===== config.mk =====
export PLATFORM = sky130hd
export DESIGN_NAME = fetch_unit
export DESIGN_NICKNAME = d
export VERILOG_FILES = /design/src/rtl/fetch_unit.sv
export SDC_FILE = /design/constraint.sdc
export NUM_CORES = 1
export LEC_CHECK = 0
export ABC_AREA = 1
export BUFFER_PORTS_ARGS = -buffer_cell sky130_fd_sc_hd__buf_2
export CAP_MARGIN = 20
export CORE_AREA = 2 2 188 144
export DETAILED_ROUTE_END_ITERATION = 6
export DIE_AREA = 0 0 190 146
export GPL_ROUTABILITY_DRIVEN = 0
export PLACE_DENSITY = 0.66
export RECOVER_POWER = 25
export SYNTH_ARGS = -nofsm -noshare
export SYNTH_HDL_FRONTEND = slang
export SYNTH_SLANG_ARGS = --single-unit
export TNS_END_PERCENT = 1

===== constraint.sdc =====
create_clock -name clock -period 2.8 [get_ports clock]
set_clock_uncertainty 0.2 [all_clocks]
set_input_delay 0.42 -clock clock [delete_from_list [all_inputs] [get_ports clock]]
set_output_delay 0.42 -clock clock [all_outputs]
set_load 0.02 [all_outputs]

===== src/rtl/fetch_unit.sv =====
// Instruction fetch stage: one-outstanding-request memory handshake feeding an
// output slot plus a one-entry skid buffer, with redirect flush and discard.
module fetch_unit #(
    parameter logic [31:0] RESET_PC = 32'h0000_0000
) (
    input  logic        clock,
    input  logic        reset,
    input  logic        stall,
    input  logic        redirect,
    input  logic [31:0] redirect_pc,
    output logic        imem_req,
    output logic [31:0] imem_addr,
    input  logic        imem_ack,
    input  logic [31:0] imem_rdata,
    output logic [31:0] instr_out,
    output logic [31:0] PC_out,
    output logic [31:0] PC_plus4_out,
    output logic        valid_out
);

    typedef enum logic [1:0] {
        FETCH   = 2'd0,
        HOLD    = 2'd1,
        DISCARD = 2'd2
    } state_t;

    typedef struct packed {
        logic [31:0] instr;
        logic [31:0] pc;
        logic [31:0] pc4;
    } entry_t;

    state_t      state_q, state_d;
    logic [31:0] fetch_pc_q, fetch_pc_d;
    logic [31:0] disc_addr_q, disc_addr_d;
    entry_t      slot_q, slot_d;
    entry_t      skid_q, skid_d;
    logic        slot_valid_q, slot_valid_d;

    logic        xfer;
    logic        consume;
    entry_t      fetched;

    // DISCARD keeps presenting the abandoned address until its response lands.
    assign imem_req  = (state_q != HOLD);
    assign imem_addr = (state_q == DISCARD) ? disc_addr_q : fetch_pc_q;

    assign xfer    = imem_req & imem_ack;
    assign consume = slot_valid_q & ~stall;
    assign fetched = '{instr: imem_rdata, pc: fetch_pc_q, pc4: fetch_pc_q + 32'd4};

    // An empty slot is held at zero so the bubble outputs need no extra muxing.
    assign instr_out    = slot_q.instr;
    assign PC_out       = slot_q.pc;
    assign PC_plus4_out = slot_q.pc4;
    assign valid_out    = slot_valid_q;

    always_comb begin
        // NOTE: every next-state variable gets its hold value first, so no path
        // through the branches below can leave one unassigned and infer a latch.
        state_d      = state_q;
        fetch_pc_d   = fetch_pc_q;
        disc_addr_d  = disc_addr_q;
        slot_d       = slot_q;
        skid_d       = skid_q;
        slot_valid_d = slot_valid_q;

        if (redirect) begin
            slot_d       = '0;
            skid_d       = '0;
            slot_valid_d = 1'b0;
            fetch_pc_d   = redirect_pc;
            case (state_q)
                FETCH: begin
                    state_d     = xfer ? FETCH : DISCARD;
                    disc_addr_d = fetch_pc_q;
                end
                HOLD:    state_d = FETCH;
                // A response arriving now is the one being discarded.
                DISCARD: state_d = xfer ? FETCH : DISCARD;
                default: state_d = FETCH;
            endcase
        end else begin
            case (state_q)
                FETCH: begin
                    if (xfer) begin
                        fetch_pc_d = fetch_pc_q + 32'd4;
                        if (!slot_valid_q || consume) begin
                            slot_d       = fetched;
                            slot_valid_d = 1'b1;
                        end else begin
                            skid_d  = fetched;
                            state_d = HOLD;
                        end
                    end else if (consume) begin
                        slot_d       = '0;
                        slot_valid_d = 1'b0;
                    end
                end
                HOLD: begin
                    if (consume) begin
                        slot_d       = skid_q;
                        skid_d       = '0;
                        slot_valid_d = 1'b1;
                        state_d      = FETCH;
                    end
                end
                DISCARD: begin
                    if (xfer) state_d = FETCH;
                end
                default: state_d = FETCH;
            endcase
        end
    end

    // NOTE: state uses non-blocking assignments so every register samples the
    // pre-edge values regardless of statement order.
    always_ff @(posedge clock) begin
        if (reset) state_q <= FETCH;
        else       state_q <= state_d;
    end

    // NOTE: the data registers are reset as well because the outputs are
    // architecturally required to read zero while the slot is empty.
    always_ff @(posedge clock) begin
        if (reset) begin
            fetch_pc_q   <= RESET_PC;
            disc_addr_q  <= RESET_PC;
            slot_q       <= '0;
            skid_q       <= '0;
            slot_valid_q <= 1'b0;
        end else begin
            fetch_pc_q   <= fetch_pc_d;
            disc_addr_q  <= disc_addr_d;
            slot_q       <= slot_d;
            skid_q       <= skid_d;
            slot_valid_q <= slot_valid_d;
        end
    end

endmodule


Word-level counts from Yosys, hierarchy flattened:

Cells that the tools add are included.
Widths: inputs -> output; s select.

* flip-flop bits (word level): 259
* output and inout port bits: 130
* logic and storage cells: 64

* add/subtract/negate cells: 1
* eq/ne operators: 12
* multiplexer cells: 25
* bitwise gates (word level): 3
* reductions and logical operators: 13

Operators by type and width (count)
* $mux 96: 6
* $pmux 96 s2: 2
* $mux 32: 4
* $add 32x3->32 const B: 1
* $ne 3x3->1 const B: 6
* $mux 2: 7
* $reduce_and 4->1: 3
* $ne 2x2->1 const B: 3
* $pmux 2 s3: 1
* $reduce_bool 2->1: 3
* $mux 1: 4
* $reduce_and 2->1: 2
* $reduce_or 2->1: 2
* $and 1x1->1: 2
* $eq 2x1->1 const B: 1
* $eq 2x2->1 const B: 1
* $logic_not 2->1: 1
* $ne 2x1->1 const B: 1
* $pmux 1 s2: 1
* $logic_not 1->1: 1
* $logic_or 1x1->1: 1
* $not 1->1: 1

Depth between registers and ports, before layout:

* depth after elaboration: 7
* mapped depth: 10
* depth with buffers taken out: 10

Least setup slack after synthesis:

No wires, ideal clock.

* path type: register to output
* start: register state_q[0]
* end: output imem_addr[10]
* arrival time: 1.334 ns
* data required time: 2.180 ns
* path slack: 0.846 ns
* stages on the path, launching flop included: 6
* path buffers: 1
* cells stage by stage: dfxtp_1 inv_2 nand2_1 clkbuf_1 nor2_1 a21oi_1

* longest elaborated chain between the ends: 2

Ends and longest elaborated chain
* start, declared: line 33 `state_t state_q, state_d;`
* start signal, assigned: line 120 `else state_q <= state_d;`
* $eq 2x2->1: line 46 `assign imem_addr = (state_q == DISCARD) ? disc_addr_q : fetch_pc_q;`
* $mux 32: line 46
* end, declared: line 12 `output logic [31:0] imem_addr,`

Every way passes these cells.

Worst setup path in the final report:

* start: register state_q[0]
* end: output imem_addr[4]

The elaborated chain is that of the path after synthesis.

==> impl_metrics.toml <==
[worst_hold_path]
hold_depth = 3
hold_class = "in -> reg"

[power_and_ir_drop]
ir_drop_uv = 538
leakagePower_nw = 5.08
power_density_nw_per_um2 = 611
power_mw = 8.44

[routing]
detail-route-antenna-nets = 0
dr.pass1.iters = 6
wl_um = 34800
drt_iter0_markers = 897
dr_total_vias = 11022
drc = 0
wl_per_cell_um = 16.7
viasPerCell = 5.30

[synthesis]
synthArstFlopShare_pct = 0
synth_area_per_cell_um2 = 7.45
synth-main-ff-cell = "dfxtp_1"
synth-simple-area-share_pct = 22.1
synth_cell_types = 34
ys_seq_area_share_pct = 44.5
yosys.area.top_type_share_pct = 44.5
synth_top_family_by_area = "compound AO/OA/AOI/OAI gates"
synthCells = 1538
synth_edf_count = 0
synth.most_common_cell = "nand2_1"
synth_warnings = 0
synthXorXnorAreaFrac_pct = 1.32
synth_area_leaders = "dfxtp_1, nand2_1, a21oi_1"
synth_seq_cells = 255
synth.area.mux_share_pct = 0
yosys-top-cells-count = "nand2_1, dfxtp_1, a21oi_1"
yosys.area.top_type = "dfxtp_1"
syn-cell-area_um2 = 11500
yosys.area_share.adder_pct = 0.109
syn_nets = 1608
synth_compound_area_share_pct = 24.5

[placement]
place_ws_ns = 0.727
numPortBuffers = 198
hpwl_um = 23200

[clocking]
clockRootBuffer = "clkbuf_16"
cts.sinks = 255
cts-buffers-inserted = 27
clock_latency_ns = 0.53
post-cts-setup-buffers = 0
ctsResizeCount = 0
cts.clk_slew.worst_paths_ns = 0.06
htree_levels = 1
cts_tree = "built"
cts_max_path_buffers = 3

[finish]
area_growth_pct = 20.4
diodes = 0
nNetsFinal = 1790
drive_gt1_share_pct = 15.6

[worst_setup_path]
critPathBufInv = 3
cp-start-kind = "flip-flop"
crit_cells = 6
path_class = "reg -> out"
end_kind = "output pin"
critPathSlowestCell = "dfxtp_1"
critPathTopFamily = "buffers and inverters"
r2r_cells = 6
path_max_fanout = 64
reg2reg_slack_ns = 0.40
cpPeakStageDelay_ns = 0.40
arrival_ns = 1.82
worstPathCellList = "inv_2, nand2_2, buf_12, nor2_1, a21oi_1, buf_2"
worst_ep_required_time_ns = 2.18

[global_route]
grt_pass1_vias = 9935
grt_start_max_net_pins = 79
antenna_found_initial = 0
overflow = 0
grt_pass1_wl_um = 54600
track_usage_pct = 24.4

[sta]
finalHoldViolCount = 0
worst_slew_margin_rel_pct = 9.41
layout_setup_ws_ns = 0.356
tns_ns = 0
drv_slew = 0
grt_setup_unrepaired = "no"
period_needed_ns = 2.44
worst_pin_slew_ns = 1.36
fmax_mhz = 409
min_period_over_period_pct = 87.3
setup_viol = 0

[job]
cap_violations = 0

[floorplanning]
die_area_um2 = 27700
pin_count = 199
core-area_um2 = 25700
die_h_um = 146
fp-row-count = 51
die_w_um = 190
initial_utilization_pct = 44.6

[status]
status = "finished clean"
state kept, by name, summed over array words and instances (netlist names):
| name | flops |
|---|---|
| PC_out | 32 |
| PC_plus4_out | 30 |
| disc_addr_q | 32 |
| fetch_pc_q | 32 |
| instr_out | 32 |
| skid_q | 94 |
| state_q | 2 |
| valid_out | 1 |
path summary, 6_finish.rpt:
path / startpoint / to
worst min-delay path: stall / state_q[0]
worst max register to register: state_q[1] / instr_out[9]
worst max-delay path: state_q[0] / imem_addr[4]
worst min register to register: skid_q[46] / skid_q[46]
power breakdown:
| group | internal, mW | total (mW) | switching (mW) |
|---|---|---|---|
| registers | 3.76 | 3.87 | 0.111 |
| logic | 0.345 | 1.07 | 0.721 |
| clock network | 2.04 | 3.50 | 1.46 |
kinds of logic (layout without fill, tap and decap cells):
| family | Yosys count | after routing |
|---|---|---|
| compound gates | 452 | 452 |
| xor+xnor | 13 | 13 |
| fa+ha+maj | 1 | 1 |
| buf+inv | 187 | 386 |
| flops | 255 | 255 |
| simple gates | 630 | 630 |
repair_timing:
| action | CTS | global route |
|---|---|---|
| endpoints found under the hold margin | 70 | 0 |
| hold buffers | 40 | 0 |
| endpoints found under the setup margin | 0 | 0 |
final cells by class:
class | instances | area, um^2
sequential | 255 | 5100
inverter | 73 | 279
multi-input combinational | 1096 | 5510
timing repair buffer | 267 | 1620
clock buffer | 38 | 787
fill | 2480 | 11900
clock inverter | 8 | 73.8
tap | 344 | 430
cell usage in the layout (no fill, tap or decap), drive strengths merged, types with 2 or more instances in the layout:
cell,count
nand3,24
a22oi,2
a21oi,235
a31oi,24
nand2,431
nor2,173
a311oi,50
clkinv,5
clkinvlp,2
xor2,12
inv,73
buf,134
clkbuf,131
dfxtp,255
o21ai,139
dlygate4sd3,40
through the flow:
stage,instance area [um^2],util [%],std cells,hold slack (ns)
final,13800,53.7,2081,0.0162
after global routing,13800,53.7,2081,0.0233
after CTS,13900,54.2,2081,0.00379
after detailed placement,12700,49.3,1995,0.252
after global placement,12700,49.3,1995,0.248
after floorplan,11500,-,1538,0.239
routing by layer:
layer  vias up  global-route usage [%]  wire length [um]
met4         0                    5.74               713
met2       390                    38.3             15900
met5         -                       0                 0
li1       5459                       -                 -
met1      5126                    34.9             15600
met3        47                    4.10              2600
worst register-to-register path, cell delays in order (launching register included):
cell	delay, ns
dfxtp_1	0.32
inv_1	0.14
nand2_4	0.08
inv_2	0.06
clkbuf_2	0.99
nand2_1	0.20
a311oi_2	0.32
Power figures use the tool's default switching activity.
